<file path="src/rtl/serial_load_counter_pkg.sv">
`default_nettype none
// +--------------------------------------------------------------------------+
// | Package     : slc_pkg                                                    |
// | Description : Shared types and constants for serial_load_counter.        |
// | Revision    : 1.0 - initial release                                      |
// +--------------------------------------------------------------------------+
package slc_pkg;

  // Default width of the serial count field and down-counter.
  localparam int unsigned C_CNT_W_DEFAULT = 4;

  // FSM encoding; values are fixed so the detector side can decode them.
  typedef enum logic [1:0] {
    IDLE  = 2'b00,
    LOAD  = 2'b01,
    COUNT = 2'b10,
    DONE  = 2'b11
  } slc_state_t;

endpackage
`default_nettype wire

</file>
<file path="src/rtl/slc_shift_down_counter.sv">
`default_nettype none
// +--------------------------------------------------------------------------+
// | Module      : slc_shift_down_counter                                     |
// | Description : CNT_W-bit register that shifts in a serial field MSB first |
// |               and then counts down to zero without wrapping.             |
// | Revision    : 1.0 - initial release                                      |
// +--------------------------------------------------------------------------+
module slc_shift_down_counter #(
  parameter int unsigned CNT_W = 4
) (
  input  logic             clk,
  input  logic             rst,
  input  logic             shift_en,
  input  logic             dec_en,
  input  logic             clr,
  input  logic             serial_in,
  output logic [CNT_W-1:0] value,
  output logic             zero
);

  logic [CNT_W-1:0] value_q;
  logic [CNT_W-1:0] value_d;

  assign value = value_q;
  assign zero  = (value_q == '0);

  // Next value: clear beats shift beats decrement; decrement saturates at 0.
  always_comb begin
    value_d = value_q;
    if (clr) begin
      value_d = '0;
    end else if (shift_en) begin
      value_d = {value_q[CNT_W-2:0], serial_in};
    end else if (dec_en && !zero) begin
      value_d = value_q - CNT_W'(1);
    end
  end

  // Value register with synchronous reset.
  always_ff @(posedge clk) begin
    if (rst) begin
      value_q <= '0;
    end else begin
      value_q <= value_d;
    end
  end

endmodule
`default_nettype wire

</file>
<file path="src/rtl/serial_load_counter.sv">
`default_nettype none
// +--------------------------------------------------------------------------+
// | Module      : serial_load_counter                                        |
// | Description : On the detector's wait flag, loads a CNT_W-bit count from  |
// |               the serial line, counts it down to zero and then emits a   |
// |               one-cycle release pulse on cntrl.                          |
// | Options     : SLC_PAUSE_EN - adds a pause input that freezes COUNT.      |
// | Revision    : 1.0 - initial release                                      |
// +--------------------------------------------------------------------------+
module serial_load_counter
  import slc_pkg::*;
#(
  parameter int unsigned CNT_W = C_CNT_W_DEFAULT
) (
  input  logic             clk,
  input  logic             rst,
  input  logic             w,
  input  logic             j,
`ifdef SLC_PAUSE_EN
  input  logic             pause,
`endif
  output logic             cntrl,
  output logic             busy,
  output logic [CNT_W-1:0] count
);

  localparam int unsigned       c_idx_w    = $clog2(CNT_W);
  localparam logic [c_idx_w-1:0] c_idx_last = c_idx_w'(CNT_W - 1);
  localparam logic [c_idx_w-1:0] c_idx_one  = c_idx_w'(1);

  slc_state_t         state_q;
  slc_state_t         state_d;
  logic [c_idx_w-1:0] idx_q;
  logic [c_idx_w-1:0] idx_d;

  logic shift_en;
  logic dec_en;
  logic clr;
  logic zero;
  logic hold;

`ifdef SLC_PAUSE_EN
  assign hold = pause;
`else
  assign hold = 1'b0;
`endif

  slc_shift_down_counter #(
    .CNT_W (CNT_W)
  ) u_counter (
    .clk       (clk),
    .rst       (rst),
    .shift_en  (shift_en),
    .dec_en    (dec_en),
    .clr       (clr),
    .serial_in (j),
    .value     (count),
    .zero      (zero)
  );

  // Outputs decode the state register only, so no input reaches them.
  assign cntrl = (state_q == DONE);
  assign busy  = (state_q != IDLE);

  // Next-state, load-index and counter-control decode.
  always_comb begin
    state_d  = state_q;
    idx_d    = idx_q;
    shift_en = 1'b0;
    dec_en   = 1'b0;
    clr      = 1'b0;
    case (state_q)
      IDLE: begin
        if (w) begin
          shift_en = 1'b1;
          idx_d    = c_idx_one;
          state_d  = LOAD;
        end else begin
          clr   = 1'b1;
          idx_d = '0;
        end
      end
      LOAD: begin
        if (!w) begin
          clr     = 1'b1;
          idx_d   = '0;
          state_d = IDLE;
        end else begin
          shift_en = 1'b1;
          idx_d    = idx_q + c_idx_one;
          if (idx_q == c_idx_last) begin
            state_d = COUNT;
          end
        end
      end
      COUNT: begin
        // Abort wins over pause; pause freezes both state and count.
        if (!w) begin
          clr     = 1'b1;
          idx_d   = '0;
          state_d = IDLE;
        end else if (hold) begin
          state_d = COUNT;
        end else if (zero) begin
          state_d = DONE;
        end else begin
          dec_en = 1'b1;
        end
      end
      DONE: begin
        // w is ignored here: the detector drops it on this same edge.
        state_d = IDLE;
      end
      default: begin
        clr     = 1'b1;
        idx_d   = '0;
        state_d = IDLE;
      end
    endcase
  end

  // State and index registers with synchronous reset.
  always_ff @(posedge clk) begin
    if (rst) begin
      state_q <= IDLE;
      idx_q   <= '0;
    end else begin
      state_q <= state_d;
      idx_q   <= idx_d;
    end
  end

endmodule
`default_nettype wire

</file>
<file path="config.mk">
export PLATFORM = sky130hd
export DESIGN_NAME = serial_load_counter
export DESIGN_NICKNAME = d
export VERILOG_FILES = /design/src/rtl/serial_load_counter_pkg.sv /design/src/rtl/slc_shift_down_counter.sv /design/src/rtl/serial_load_counter.sv
export SDC_FILE = /design/constraint.sdc
export NUM_CORES = 1
export LEC_CHECK = 0
export CAP_MARGIN = 5
export CORE_MARGIN = 1.5
export CORE_UTILIZATION = 30
export CTS_BUF_LIST = sky130_fd_sc_hd__clkbuf_4 sky130_fd_sc_hd__clkbuf_8
export DETAILED_ROUTE_END_ITERATION = 7
export SLEW_MARGIN = 20
export SYNTH_ARGS = -nofsm -noshare
export SYNTH_HDL_FRONTEND = slang
export SYNTH_HIERARCHICAL = 1
export SYNTH_SLANG_ARGS = --single-unit
</file>
<file path="constraint.sdc">
create_clock -name clk -period 5.63 [get_ports clk]
set_input_delay 0.8445 -clock clk [delete_from_list [all_inputs] [get_ports clk]]
set_output_delay 0.8445 -clock clk [all_outputs]
set_load 0.01 [all_outputs]
</file>
==> impl_metrics.env <==
export IMPL_status="completed"
export IMPL_skew_ns=0.00103
export IMPL_fin_nets=96
export IMPL_tightest_slew_ns=0.356
export IMPL_postPlaceCellArea_um2=721
export IMPL_post_route_period_util_pct=44.1
export IMPL_ios=10
export IMPL_clk_pin_slew_ns=0.06
export IMPL_worstSetupEndpointType="primary output"
export IMPL_synth_edff_count=0
export IMPL_clock_path_buffers=2
export IMPL_syn_inst=72
export IMPL_ys_ff_latch=8
export IMPL_critPathKind="reg2out"
export IMPL_met1_usage_pct=18.1
export IMPL_grtUsageMet3_pct=2.26
export IMPL_fin_setup_tns_ns=0
export IMPL_cts_tree="yes"
export IMPL_power_leakage_nw=0.293
export IMPL_synth_area_per_cell_um2=8.36
export IMPL_p_per_area_nw_per_um2=225
export IMPL_min_path_type="reg2reg"
export IMPL_ys_warn_count=6
export IMPL_cts_setup_buffers=0
export IMPL_synth_net_count=83
export IMPL_viasPerCell=4.92
export IMPL_port_buffer_count=9
export IMPL_num_rows=16
export IMPL_register_area_um2=160
export IMPL_timing_final_max_slew_violations=0
export IMPL_dp_hpwl_um=924
export IMPL_crit_start="state_q[0]$_SDFFE_PP0P_"
export IMPL_grt_remaining_overflow=0
export IMPL_finalWorstPathRequiredPeriod_ns=2.48
export IMPL_root_buffer="clkbuf_4"
export IMPL_grt_setup_unrepaired="false"
export IMPL_peakVddDrop_mv=0.0870
export IMPL_r2r_start="u_counter/value[0]$_SDFFE_PP0P_"
export IMPL_nFillCells=207
export IMPL_wire_per_inst_um=11.2
export IMPL_drive_gt1_share_pct=13.3
export IMPL_dp_cells=107
export IMPL_required_ns=4.79
export IMPL_num_antenna_cells=0
export IMPL_finalSetupViolations=0
export IMPL_finalHoldViolCount=0
export IMPL_initial_core_util_pct=31.3
export IMPL_vias=541
export IMPL_final_cells=110
export IMPL_ff2ff_setup_slack_ns=3.57
export IMPL_postCtsResizedCells=0
export IMPL_busiest_layer="met1"
export IMPL_clk_insertion_delay_late_ns=0.26
export IMPL_core_area_um2=1920
export IMPL_drv_cap=0
export IMPL_drc=0
export IMPL_drt_iter0_markers=18
export IMPL_areaGrowthSynthToFinish_pct=23.5
export IMPL_antenna_found_initial=0
export IMPL_grt_pass1_wl_mm=1.99
export IMPL_synth_cell_type_count=28
export IMPL_synth_seq_area_share_pct=26.6
export IMPL_cp_start_kind="register"
export IMPL_crit_end="busy"
export IMPL_cts_buffers_inserted=3
export IMPL_die_area_um2=2280
export IMPL_yosys_most_used_dff="dfxtp_1"
export IMPL_gp_congestion=0.726
export IMPL_synth_area_um2=602
export IMPL_htree_levels=1
export IMPL_r2r_end="u_counter/value[3]$_SDFFE_PP0P_"
export IMPL_grt_pass1_vias=436
export IMPL_dr_pass1_iters=4
export IMPL_arrival_ns=1.64
export IMPL_max_freq_mhz=403
export IMPL_grt_max_degree=10
export IMPL_ant_nets=0
export IMPL_multiInputGateArea_um2=398
export IMPL_max_slew_margin_pct=76.2
export IMPL_ys_async_sr_fraction_pct=0
export IMPL_cts_sinks=8
export IMPL_final_area_um2=743
export IMPL_die_width_um=47.8
export IMPL_totalWireLength_mm=1.23
export IMPL_r2r_cells=8
export IMPL_track_usage_pct=12.4
export IMPL_hold_buffers=0
export IMPL_use_met2_pct=17.1
export IMPL_critPathMaxFanout=5
export IMPL_die_h_um=47.8
-- worst min path at each step --
stage,from,to,slack [ns],cells after the start
after floorplan,idx_q[1]$_SDFFE_PP0P_,idx_q[1]$_SDFFE_PP0P_,0.46,2
after global placement,idx_q[1]$_SDFFE_PP0P_,idx_q[1]$_SDFFE_PP0P_,0.48,2
after detailed placement,idx_q[1]$_SDFFE_PP0P_,idx_q[1]$_SDFFE_PP0P_,0.50,2
after CTS,idx_q[1]$_SDFFE_PP0P_,idx_q[1]$_SDFFE_PP0P_,0.51,2
after global routing,state_q[1]$_SDFFE_PP0P_,state_q[1]$_SDFFE_PP0P_,0.59,2
final,idx_q[1]$_SDFFE_PP0P_,idx_q[1]$_SDFFE_PP0P_,0.50,2
-- cell usage after synthesis (2+ instances only) --
library cell / instances / area share, %
a21oi_1: 5 / 4.2
dfxtp_1: 8 / 27
ha_1: 7 / 15
inv_1: 9 / 5.6
mux2i_1: 3 / 5.0
nand2_1: 2 / 1.2
nand2b_1: 3 / 3.1
nand3_1: 3 / 2.5
nor2_1: 9 / 5.6
nor2b_1: 2 / 2.1
o2111ai_1: 2 / 2.9
o21ai_0: 3 / 2.5
-- logic make-up (layout without fill, tap and decap cells) --
kind of cell,Yosys count,count (layout),synth area share (%)
adders and majority gates,7,7,14.6
and+or+nand+nor,25,25,24.5
DFF,8,8,26.6
buffers and inverters,11,22,7.27
muxes,3,3,4.99
AOI/OAI and AO/OA,18,18,22.0
-- layout make-up --
class                      count  share of cell area (%)
timing repair buffer           9                    12.1
sequential                     8                    21.5
clock buffer                   3                    3.03
inverter                      10                    5.22
tap                           27                    4.55
multi-input combinational     53                    53.5
-- sequential cells by signal (all words and copies together), names as in the netlist --
| register | flops |
|---|---|
| state_q | 2 |
| u_counter/value | 4 |
| idx_q | 2 |
-- placed cells by master, fill, tap and decap left out, types with 2 or more instances in the layout --
cell,count
clkbuf_4,3
o2111ai_1,2
nand2_1,2
nand2b_1,3
inv_1,9
nor2_1,9
o21ai_0,3
dfxtp_1,8
ha_1,7
nand3_1,3
mux2i_1,3
a21oi_1,5
nor2b_1,2
clkdlybuf4s50_1,9
-- critical path, cell delays in order, from the launching register on --
cell and delay [ns]:
dfxtp_1 0.41, inv_1 0.10, ha_1 0.27, inv_1 0.07, clkdlybuf4s50_1 0.52
-- power by group --
group	switching, W	internal (W)	total, W	leakage (nW)
registers	0.00000493	0.0000607	0.0000656	0.0653
logic	0.0000285	0.0000251	0.0000535	0.214
clock network	0.0000233	0.0000246	0.0000479	0.0138
-- metal layers --
| metal | wire length, um | vias to the layer above |
|---|---|---|
| met5 | 0 | - |
| met4 | 0 | 0 |
| met3 | 26 | 0 |
| met2 | 571 | 10 |
| met1 | 630 | 253 |
| li1 | - | 278 |
-- through the flow --
stage | total power, W | setup WS, ns | utilization, % | hold slack (ns)
after floorplan | 0.000103 | 3.71 | - | 0.465
after global placement | 0.000120 | 3.16 | 37.5 | 0.485
after detailed placement | 0.000120 | 3.13 | 37.5 | 0.498
after CTS | 0.000168 | 3.14 | 38.7 | 0.512
after global routing | 0.000178 | 3.06 | 38.7 | 0.591
final | 0.000167 | 3.15 | 38.7 | 0.505
(Power assumes the default switching activity.)
